===== src/rtl/pipe_ctrl_pkg.sv =====
// Shared types and default latencies for the pipeline hazard controller.
package pipe_ctrl_pkg;

  typedef enum logic [0:0] {
    StRun,
    StMcWait
  } state_e;

  localparam int unsigned FpLatDef  = 3;
  localparam int unsigned FmaLatDef = 4;
  localparam int unsigned FftLatDef = 8;

  // Counter preload: the start cycle and the mc_done cycle are not counted down.
  function automatic logic [3:0] lat_cnt_init(input logic        fft,
                                              input logic        fma,
                                              input int unsigned fp_lat,
                                              input int unsigned fma_lat,
                                              input int unsigned fft_lat);
    logic [3:0] l;
    if (fft) begin
      l = 4'(fft_lat);
    end else if (fma) begin
      l = 4'(fma_lat);
    end else begin
      l = 4'(fp_lat);
    end
    return l - 4'd2;
  endfunction

endpackage


===== src/rtl/hazard_cmp.sv =====
// Load-use detector: EX load destination against the used ID source indices.
module hazard_cmp (
  input  logic [4:0] rs1_id,
  input  logic [4:0] rs2_id,
  input  logic [4:0] rs3_id,
  input  logic       use_rs1_id,
  input  logic       use_rs2_id,
  input  logic       use_rs3_id,
  input  logic       fp_src_id,
  input  logic [4:0] rd_ex,
  input  logic       mem_read_ex,
  input  logic       fp_reg_write_ex,
  output logic       lu
);

  logic dest_ok;
  logic file_ok;
  logic src_hit;

  // x0 is hardwired in the integer file; f0 is a real register.
  assign dest_ok = (rd_ex != 5'd0) | fp_reg_write_ex;
  assign file_ok = (fp_reg_write_ex == fp_src_id);
  assign src_hit = (use_rs1_id & (rs1_id == rd_ex)) |
                   (use_rs2_id & (rs2_id == rd_ex)) |
                   (use_rs3_id & (rs3_id == rd_ex));

  assign lu = mem_read_ex & dest_ok & file_ok & src_hit;

endmodule


===== src/rtl/pipe_hazard_ctrl.sv =====
// Pipeline hazard controller: branch flush, load-use bubble and multi-cycle EX hold.
module pipe_hazard_ctrl
  import pipe_ctrl_pkg::*;
#(
  parameter int unsigned FP_LAT  = FpLatDef,
  parameter int unsigned FMA_LAT = FmaLatDef,
  parameter int unsigned FFT_LAT = FftLatDef
) (
  input  logic        clk,
  input  logic        rst_n,
  input  logic [4:0]  rs1_id,
  input  logic [4:0]  rs2_id,
  input  logic [4:0]  rs3_id,
  input  logic        use_rs1_id,
  input  logic        use_rs2_id,
  input  logic        use_rs3_id,
  input  logic        fp_src_id,
  input  logic [4:0]  rd_ex,
  input  logic        mem_read_ex,
  input  logic        fp_reg_write_ex,
  input  logic        fp_op_ex,
  input  logic        fma_op_ex,
  input  logic        fft_op_ex,
  input  logic        branch_taken_ex,
  output logic        pc_stall,
  output logic        if_id_stall,
  output logic        if_id_flush,
  output logic        id_ex_flush,
  output logic        id_ex_stall,
  output logic        mc_busy,
  output logic        mc_done,
  output logic [15:0] stall_cycles
);

  state_e      state_q, state_d;
  logic [3:0]  cnt_q, cnt_d;
  logic        just_done_q;
  logic [15:0] stall_cnt_q, stall_cnt_d;
  logic        lu;
  logic        ms;

  hazard_cmp u_hazard_cmp (
    .rs1_id          (rs1_id),
    .rs2_id          (rs2_id),
    .rs3_id          (rs3_id),
    .use_rs1_id      (use_rs1_id),
    .use_rs2_id      (use_rs2_id),
    .use_rs3_id      (use_rs3_id),
    .fp_src_id       (fp_src_id),
    .rd_ex           (rd_ex),
    .mem_read_ex     (mem_read_ex),
    .fp_reg_write_ex (fp_reg_write_ex),
    .lu              (lu)
  );

  // The op that just completed may still be visible in EX for one cycle.
  assign ms = (fp_op_ex | fft_op_ex) & ~branch_taken_ex & ~just_done_q;

  always_comb begin
    pc_stall    = 1'b0;
    if_id_stall = 1'b0;
    if_id_flush = 1'b0;
    id_ex_flush = 1'b0;
    id_ex_stall = 1'b0;
    mc_busy     = 1'b0;
    mc_done     = 1'b0;
    state_d     = state_q;
    cnt_d       = cnt_q;
    if (rst_n) begin
      unique case (state_q)
        StRun: begin
          if (branch_taken_ex) begin
            if_id_flush = 1'b1;
            id_ex_flush = 1'b1;
          end else if (ms) begin
            pc_stall    = 1'b1;
            if_id_stall = 1'b1;
            id_ex_stall = 1'b1;
            mc_busy     = 1'b1;
            cnt_d       = lat_cnt_init(fft_op_ex, fma_op_ex, FP_LAT, FMA_LAT, FFT_LAT);
            state_d     = StMcWait;
          end else if (lu) begin
            pc_stall    = 1'b1;
            if_id_stall = 1'b1;
            id_ex_flush = 1'b1;
          end
        end
        StMcWait: begin
          mc_busy = 1'b1;
          if (cnt_q != 4'd0) begin
            pc_stall    = 1'b1;
            if_id_stall = 1'b1;
            id_ex_stall = 1'b1;
            cnt_d       = cnt_q - 4'd1;
          end else begin
            mc_done = 1'b1;
            state_d = StRun;
          end
        end
        default: begin
          state_d = StRun;
          cnt_d   = 4'd0;
        end
      endcase
    end
  end

  always_comb begin
    stall_cnt_d = stall_cnt_q;
    if (pc_stall && (stall_cnt_q != 16'hFFFF)) begin
      stall_cnt_d = stall_cnt_q + 16'd1;
    end
  end

  always_ff @(posedge clk or negedge rst_n) begin
    if (!rst_n) begin
      state_q     <= StRun;
      cnt_q       <= 4'd0;
      just_done_q <= 1'b0;
      stall_cnt_q <= 16'd0;
    end else begin
      state_q     <= state_d;
      cnt_q       <= cnt_d;
      just_done_q <= mc_done;
      stall_cnt_q <= stall_cnt_d;
    end
  end

  assign stall_cycles = stall_cnt_q;

endmodule


===== config.mk =====
export PLATFORM = sky130hd
export DESIGN_NAME = pipe_hazard_ctrl
export DESIGN_NICKNAME = d
export VERILOG_FILES = /design/src/rtl/pipe_ctrl_pkg.sv /design/src/rtl/hazard_cmp.sv /design/src/rtl/pipe_hazard_ctrl.sv
export SDC_FILE = /design/constraint.sdc
export NUM_CORES = 1
export LEC_CHECK = 0
export CAP_MARGIN = 30
export CORE_ASPECT_RATIO = 1.2
export CORE_MARGIN = 2
export CORE_UTILIZATION = 35
export CTS_BUF_LIST = sky130_fd_sc_hd__clkbuf_4 sky130_fd_sc_hd__clkbuf_8 sky130_fd_sc_hd__clkbuf_16
export DETAILED_ROUTE_END_ITERATION = 8
export PLACE_DENSITY = 0.67
export RECOVER_POWER = 100
export SYNTH_ARGS = -nofsm -noshare
export SYNTH_HDL_FRONTEND = slang
export SYNTH_SLANG_ARGS = --single-unit
export TNS_END_PERCENT = 1

===== constraint.sdc =====
create_clock -name clk -period 3.3 [get_ports clk]
set_input_delay 0.33 -clock clk [delete_from_list [all_inputs] [get_ports clk]]
set_output_delay 0.33 -clock clk [all_outputs]
set_load 0.02 [all_outputs]

-- Word-level counts from Yosys, hierarchy flattened
Index checks and enable logic that the tools add are counted.
- add/subtract/negate cells: 3
- reductions and logical operators: 4
- equal/unequal tests: 8
- multiplexer cells: 32
- bitwise gates (word level): 15
- operator list (cell ; number):
    $mux 4 ; 8
    $mux 1 ; 19
    $add 16x1->16 const B ; 1
    $ne 16x16->1 const B ; 1
    $eq 5x5->1 ; 3
    $and 1x1->1 ; 8
    $pmux 4 s2 ; 1
    $pmux 1 s2 ; 3
    $reduce_bool 5->1 ; 1
    $ne 2x2->1 const B ; 2
    $or 1x1->1 ; 4
    $reduce_and 4->1 ; 1
    $reduce_bool 4->1 ; 1
    $sub 4x1->4 const B ; 1
    $sub 4x2->4 const B ; 1
    $mux 3 ; 1
    $not 1->1 ; 3
    $ne 2x1->1 const B ; 1
    $eq 1x1->1 ; 1
    $logic_and 1x1->1 ; 1
- bits of input ports: 32
- register bits: 22
- word-level logic and storage cells: 66
- output and inout bits: 23

-- Depth between registers and ports, before layout
Gate-level depths: netlist of the first run.
- depth in word-level cells: 11
- mapped depth: 10
- depth with buffers taken out: 9

-- By module
Synthesis of the first run repeated with hierarchy kept, for this count alone.
- cells, all modules: 148
- area, all modules: 1415.1 µm²
- modules (own cells, without submodules) (module ; cells an instance ; sequential area each (µm²) ; area an instance (µm²) ; instances):
    pipe_hazard_ctrl ; 121 ; 550.5 ; 1216.2 ; 1
    hazard_cmp ; 27 ; 0.0 ; 198.9 ; 1

-- Worst setup path before layout of the first run
Ideal clock, no wire load.
- path kind: reg2reg
- start: reg state_q
- end: reg stall_cnt_q[12] (netlist: stall_cycles[12])
- clock period less this slack: 1.930 ns
- library setup time: 0.125 ns
- stages on the path, launching flop included: 10
- setup slack: 1.370 ns
- data arrival time: 1.805 ns
- cell sequence: dfrtp_1 > buf_2 > inv_1 > o31ai_1 > and2_1 > buf_2 > nand2b_2 > nand2_1 > nand4_1 > mux2_2
- longest elaborated chain between the ends: 4
- ends and longest elaborated chain (element ; RTL line ; RTL):
    from (decl) ; pipe_hazard_ctrl.sv:35 ; state_e state_q, state_d;
    from (signal assigned) ; pipe_hazard_ctrl.sv:117 ; state_q <= StRun;
    from (signal assigned) ; pipe_hazard_ctrl.sv:122 ; state_q <= state_d;
    $not 1->1 ; -- ;
    $pmux 1 s2 (*) ; -- ;
    $mux 1 (*) ; -- ;
    named net if_id_stall ; pipe_hazard_ctrl.sv:26 ; output logic if_id_stall,
    $logic_and 1x1->1 (*) ; pipe_hazard_ctrl.sv:110 ; if (pc_stall && (stall_cnt_q != 16'hFFFF)) begin
    to (signal assigned) ; pipe_hazard_ctrl.sv:125 ; stall_cnt_q <= stall_cnt_d;
    to (decl) ; pipe_hazard_ctrl.sv:38 ; logic [15:0] stall_cnt_q, stall_cnt_d;
Mark *: on every way through the listed nets, which the timed path passes. The rest lies on a longest branch.
A chain may end at the register's enable or synchronous reset.

-- Final worst setup path of the first run
- start: in rd_ex[3]
- end: out id_ex_flush
- longest elaborated chain between the ends: 10
- elaborated cells on any way between the ends: 18
- classes of those cells: eq/ne (3); mux (5); bitwise (9); reduce/logical (1)
- ends and longest elaborated chain (element ; RTL line ; RTL):
    from (decl) ; pipe_hazard_ctrl.sv:18 ; input logic [4:0] rd_ex,
    $eq 5x5->1 (tied with other cells) ; hazard_cmp.sv:23 ; assign src_hit = (use_rs1_id & (rs1_id == rd_ex)) |
    $and 1x1->1 (tied with other cells) ; hazard_cmp.sv:23 ;
    $or 1x1->1 or $and 1x1->1 (tied branches) ; hazard_cmp.sv:23, hazard_cmp.sv:27 ;
    $or 1x1->1 or $and 1x1->1 (tied branches) ; hazard_cmp.sv:24, hazard_cmp.sv:27 ;
    $and 1x1->1 (*) ; hazard_cmp.sv:27 ; assign lu = mem_read_ex & dest_ok & file_ok & src_hit;
    $mux 1 (*) ; pipe_hazard_ctrl.sv:82 ; end else if (lu) begin
    $mux 1 (*) ; pipe_hazard_ctrl.sv:75 ; end else if (ms) begin
    $mux 1 (*) ; pipe_hazard_ctrl.sv:72 ; if (branch_taken_ex) begin
    $mux 1 (*) ; pipe_hazard_ctrl.sv:70 ; unique case (state_q)
    $mux 1 (*) ; pipe_hazard_ctrl.sv:69 ; if (rst_n) begin
    to (decl) ; pipe_hazard_ctrl.sv:28 ; output logic id_ex_flush,
Mark *: on every way between the ends. The rest lies on a longest branch, timed or not.

==> impl_results.md, run 1 <==
* Routability congestion estimate from global placement at 0.844
* Lkg Pwr at 0.846 nW
* Clock Skew at 1.88 ps
* CP arrival at 2670 ps
* Chip width at 60.7 um
* Comb power frac at 40.5%
* Clk_lat worst skew at 250 ps
* CTS Buf Count at 3
* Hold Buf Count CTS at 0
* Internal Power at 0.601 mW
* Filler instances at 365
* CTS tree: done
* Crit path launch type: input port
* Compound-gate portion of the synthesized area at 8.26%
* Routed wire per std cell at 12.5 um
* First-pass GRT wire length at 5660 um
* Pwr dens at 484 mW/mm^2
* Max FO, Critical Path at 4
* Full die area at 0.00437 mm^2
* Post-CTS Setup Bufs at 0
* Setup Viol. Count Final at 0
* Yosys top cell by area: dfrtp_1
* Crit path kind: input port to output port
* Clock sink count at 22
* Initial Util at 36.8%
* Vias per inst at 5.00
* CP top delay family: buffers and inverters
* Tcrit/Tclk final at 91.0%
* Switching share of power at 37.0%
* Post-synthesis mux area share at 1.67%
* Resized cells post-CTS at 0
* Mapped Area at 0.00135 mm^2
* Syn Nets at 179
* Max-slew violations at 0
* Synth Area in Simple Gates at 23.4%
* Status: complete, no violations
* Cells after synthesis at 144
* Actual slew at the worst max-slew pin at 939 ps
* FF+latch area at 551 um^2
* WP buf/inv at 2
* Total number of vias at 1255
* Final Power at 0.955 mW
* Max-Cap Viols at 0
* Dpl ws at 377 ps
* Clock transition at path regs at 70 ps
* Top cell type's share of synthesized area at 40.8%
* Syn-to-layout area delta at 46.4%
* Worst Reg-to-Reg Cells at 6
* HP Class: flop to flop
* Synth warn at 0
* Hold Crit Depth at 1
* Dominant cells by area after synthesis: dfrtp_1, xnor2_1, xor2_1, nand3_1, nand2_1
* Sequential share of power at 42.9%
* #FFs+latches synth at 22
* CORE AREA at 0.00366 mm^2
* IO Pins at 55
* Root buffer cell: clkbuf_8
* Min Tclk post-route at 3000 ps
* Worst path required time at 2970 ps
* Seq/Total Area, Yosys at 40.8%
* CP endpoint kind: output port
* Die Ht at 72.0 um
* ANT nets after route at 0
* XOR/XNOR share of the synthesized area at 20.1%
* Crit-path cells: clkdlybuf4s50_1, xor2_1, nor4_1, and3_1, or3_1, nand2_1, o22ai_1, dlygate4sd3_1
* WHS at 487 ps
* Final hold vios at 0
* Vias in the first global route at 1344
* Worst setup margin at 298 ps
* Post-route design area at 0.00197 mm^2
* Commonest non-fill, non-tap cell in the layout: clkdlybuf4s50_1
* VDD IR-drop max at 0.153 mV
* Synthesized area per cell at 9.37 um^2
* N_diodes at 0
* Clock Path Buffers at 2
* H-tree depth at 1
* Setup TNS at 0 ps
* Placement Cell Area at 0.00194 mm^2
* Largest net degree at the start of global routing at 19
* Sw Pwr at 0.354 mW
* RSZ-0062 raised after global routing: no
* Grt total ovfl at 0
* Drt first-iter violations at 39
* Final nets at 236
* Detailed-route wire length at 3140 um
* Largest family of logic cells by synthesized area: simple AND/OR/NAND/NOR gates
* Adder-cell share of the synthesized area at 2.78%
* Rows at 24
* Cell variety after synth at 30
* Critical path depth in cells at 8
* Detail Placement HPWL at 2670 um
* Crit-path slowest cell: dlygate4sd3_1
* Multi-input logic area at 754 um^2
* Slew headroom at 37.4%
* DRC Markers at 0
* Port bufs at 54
* Critical path's largest stage delay at 710 ps
* FMAX at 333 MHz
* Fraction of layout cells with a size suffix above 1 at 5.03%
* GRT Total Usage at 16.5%
* Clk pwr share at 16.6%
* Initial antenna violation count at 0
* Most frequent cells in the layout: clkdlybuf4s50_1, dlygate4sd3_1, dfrtp_1
* First drt pass iteration count at 4
path summary, 6_finish.rpt:
| kind | startpoint | slack [ps] | to |
|---|---|---|---|
| max | rd_ex[3] | 300 | id_ex_flush |
| min | stall_cycles[8] | 490 | stall_cycles[8] |
| max reg2reg | state_q | 840 | stall_cycles[1] |
| min reg2reg | stall_cycles[8] | 490 | stall_cycles[8] |
| max in group asynchronous | rst_n | 1880 | stall_cycles[12] |
| min in group asynchronous | rst_n | 600 | cnt_q[0] |
cell usage after synthesis, drive strengths merged:
master and instances:
nor3 2, a21oi 4, nand3 13, nor3b 1
xnor2 16, nand2 14, buf 4, or2 1
mux2 2, nand2b 2, or3 1, o22ai 2
a21o 1, dfrtp 22, a211oi 1, nand3b 1
inv 4, nor4 5, nor2 9, o31ai 2
xor2 15, ha 3, and3 5, nand4 5
o21ai 7, and2 2
routing by layer:
metal	track usage, %	routed length (um)	vias up
met5	0	0	-
met4	6.52	67	0
li1	-	-	611
met3	3.92	207	6
met1	18.2	1210	589
met2	29.6	1660	49
worst register-to-register path: cells and delay by family, from the launching register on:
family	cells	cell delay, ps
compound gates	2	840
simple gates	2	470
mux	1	410
buf+inv	1	140
flops	1	480
state kept, by name (all words and copies together), names as in the netlist:
name	cells
stall_cycles	16
cnt_q	4
just_done_q	1
state_q	1
cell families (layout without fill, tap and decap cells):
family	count (synthesis)	after routing
AO/OA/AOI/OAI	17	17
buffers and inverters	8	63
adder cells (fa/ha/maj)	3	3
AND/OR/NAND/NOR	61	61
flip-flops	22	22
XOR/XNOR	31	31
multiplexers	2	2
through the flow:
step                      cells  util [%]
after global placement      248      53.1
after CTS                   251      54.2
after floorplan             144         -
final                       251      53.9
after global routing        251      53.9
after detailed placement    248      53.1
final cells by class:
class | count | area share [%]
clock buffer | 3 | 2.09
multi-input combinational | 114 | 38.2
tap | 52 | 3.30
sequential | 22 | 27.9
inverter | 4 | 0.760
timing repair buffer | 56 | 27.8
power by group through the flow:
stage	clock, mW	sequential (mW)	combinational [mW]
floorplan	0	0.436	0.203
global placement	0	0.413	0.403
detailed placement	0	0.416	0.413
CTS	0.163	0.412	0.414
global route	0.177	0.424	0.436
finish	0.159	0.410	0.387
No activity file was read; power rests on OpenSTA's default activity.
==> run 2: changes to the inputs <==
==> constraint.sdc (replaced) <==
create_clock -name clk -period 3.05 [get_ports clk]
set_input_delay 0.305 -clock clk [delete_from_list [all_inputs] [get_ports clk]]
set_output_delay 0.305 -clock clk [all_outputs]
set_load 0.02 [all_outputs]
==> run 2 against run 1 <==
Effect of this change: first-iteration DRC count fell by 2.6%; global-route usage fell by 0.79 points; count of clock-buffer cells in the layout did not move; non-clock buffer count rose by 1; clock skew rose by 3.2 ps; clock power rose by 10%; die area did not move; sequential cell count did not move; final area fell by 0.13%; register-to-register slack got worse by 60 ps; critical endpoint is now if_id_stall; largest power group unchanged.
==> impl_results.md, run 2 (synthesis gave the netlist of run 1 again) <==
* Critical Path End: if_id_stall
* Pwr dens at 526 mW/mm^2 (+8.8%)
* Met2 GRT Util at 27.4% (-2.3 points)
* H-tree depth at 1 (unchanged)
* Fraction of layout cells with a size suffix above 1 at 5.00% (-0.025 points)
* Max FO, Critical Path at 6 (+2)
* Met1 usage at 18.6% (+0.36 points)
* RSZ-0062 raised after global routing: no
* Clock transition at path regs at 70 ps (about the same)
* Crit path launch type: input port
* Tcrit/Tclk final at 92.1%
* Fin util at 53.8% (-0.068 points)
* Slew headroom at 36.1% (-1.3 points)
* Hold Crit Start: stall_cycles[10]
* Worst Reg-to-Reg Cells at 8 (+2)
* First-pass GRT wire length at 5380 um (-4.9%)
* Post-CTS Setup Bufs at 0 (unchanged)
* Root buffer cell: clkbuf_8
* Largest net degree at the start of global routing at 19 (unchanged)
* Port bufs at 54 (unchanged)
* VDD IR-drop max at 0.215 mV (+41%)
* Clock sink count at 22 (unchanged)
* DP Cell Count at 249 (+0.40%)
* DRC Markers at 0 (unchanged)
* Setup Viol. Count Final at 0 (unchanged)
* Max-Cap Viols at 0 (unchanged)
* Commonest non-fill, non-tap cell in the layout: clkdlybuf4s50_1
* Chip width at 60.7 um (unchanged)
* Initial Util at 36.8% (unchanged)
* Origin of the worst setup path: rd_ex[3]
* Lkg Pwr at 0.840 nW (-0.73%)
* Initial antenna violation count at 0 (unchanged)
* IO Pins at 55 (unchanged)
* Die Ht at 72.0 um (unchanged)
* CP arrival at 2500 ps (-170 ps)
* Final nets at 237 (+0.42%)
* ANT nets after route at 0 (unchanged)
* Critical R2R Launch: state_q
* Actual slew at the worst max-slew pin at 959 ps (+19.7 ps)
* Final hold vios at 0 (unchanged)
* Reg2reg end: stall_cycles[8]
* Crit path kind: input port to output port
* Max FFs per register at 16 (unchanged)
* Min Tclk post-route at 2810 ps
* Layer with the highest usage: met2
* Most frequent cells in the layout: clkdlybuf4s50_1, dfrtp_1, dlygate4sd3_1
* Clk_lat worst skew at 260 ps (about the same)
* Post-Layout Cell Count at 252 (+0.40%)
* Grt total ovfl at 0 (unchanged)
* Max-slew violations at 0 (unchanged)
* Filler instances at 357 (-2.2%)
* Clock Path Buffers at 2 (unchanged)
* Full die area at 0.00437 mm^2 (unchanged)
* Setup TNS at 0 ps (unchanged)
* Syn-to-layout area delta at 46.2%
* Met3 GRT Util at 3.03% (-0.89 points)
* Drt first-iter violations at 38 (-2.6%)
* GRT Total Usage at 15.7% (-0.79 points)
* Worst setup margin at 241 ps (-57.0 ps)
* Worst path required time at 2740 ps (-230 ps)
* CTS Buf Count at 3 (unchanged)
* Dpl ws at 137 ps (-240 ps)
* Final Power at 1.04 mW (+8.6%)
* Vias in the first global route at 1240 (-7.7%)
* Rows at 24 (unchanged)
* FMAX at 356 MHz
* CP endpoint kind: output port
* CTS tree: done
* CORE AREA at 0.00366 mm^2 (unchanged)
* Clock Skew at 5.03 ps (+3.15 ps)
* First drt pass iteration count at 4 (unchanged)
* Total number of vias at 1275 (+1.6%)
* HP Class: flop to flop
* Routed wire per std cell at 12.4 um (-1.1%)
* Vias per inst at 5.06 (+1.2%)
* Detailed-route wire length at 3120 um (-0.70%)
* N_diodes at 0 (unchanged)
* Reg2reg setup slack at 780 ps (-60 ps)
* Status: complete, no violations
* Detail Placement HPWL at 2650 um (-0.72%)
* Routability congestion estimate from global placement at 0.796 (-5.7%)
[run 2: changes by cell type in the layout (fill, tap and decap cells not counted)]
cell	change
clkdlybuf4s50_1	+2
dlygate4sd3_1	-3
and2_1	+1
clkbuf_1	+2
and2_0	-1
[run 2: metrics by stage]
step                instance area, um^2  hold WS (ps)
floorplan                          1350          9.41
finish                             1970           489
CTS                                1990           453
global placement                   1950           477
detailed placement                 1950           485
global route                       1970           498
[run 2: cell type report]
class,count,area [um^2],area share (%)
multi-input cells,114,754,38.3
flip-flops and latches,22,551,27.9
repair buffers,57,546,27.7
well taps,52,65.1,3.30
clock buffers,3,41.3,2.09
inverters,4,15.0,0.761
[run 2: worst min-delay path by stage]
stage,to,slack [ps],cells after the start
6_report,stall_cycles[10],490,1
5_1_grt,stall_cycles[10],500,1
4_1_cts,cnt_q[0],450,2
3_5_place_dp,stall_cycles[10],490,1
3_3_place_gp,stall_cycles[8],480,1
2_1_floorplan,cnt_q[0],9,0
[run 2: timing repair]
action / CTS / global route
resized for setup: 0 / 1
setup endpoints to repair: 0 / 1
hold endpoints to repair: 0 / 0
hold buffers: 0 / 0
[run 2: critical path, cell delays in order]
cell and delay [ps]:
clkdlybuf4s50_1 500, xor2_1 210, nor4_1 320, and3_1 240
o31ai_2 80, nand2_1 190, clkdlybuf4s50_1 650
[run 2: routing by layer]
metal / up-vias / share of wire [%] / wire length [um]
li1: 613 / - / -
met1: 584 / 39 / 1220
met2: 72 / 52 / 1610
met3: 6 / 7.5 / 234
met4: 0 / 1.7 / 54
met5: - / 0 / 0
[run 2: power by group]
group | total [mW] | switching, mW | internal, mW | leakage [nW]
Sequential | 0.443 | 0.0820 | 0.361 | 0.287
Combinational | 0.419 | 0.216 | 0.204 | 0.532
Clock | 0.175 | 0.0868 | 0.0879 | 0.0216
Total | 1.04 | 0.385 | 0.653 | 0.840
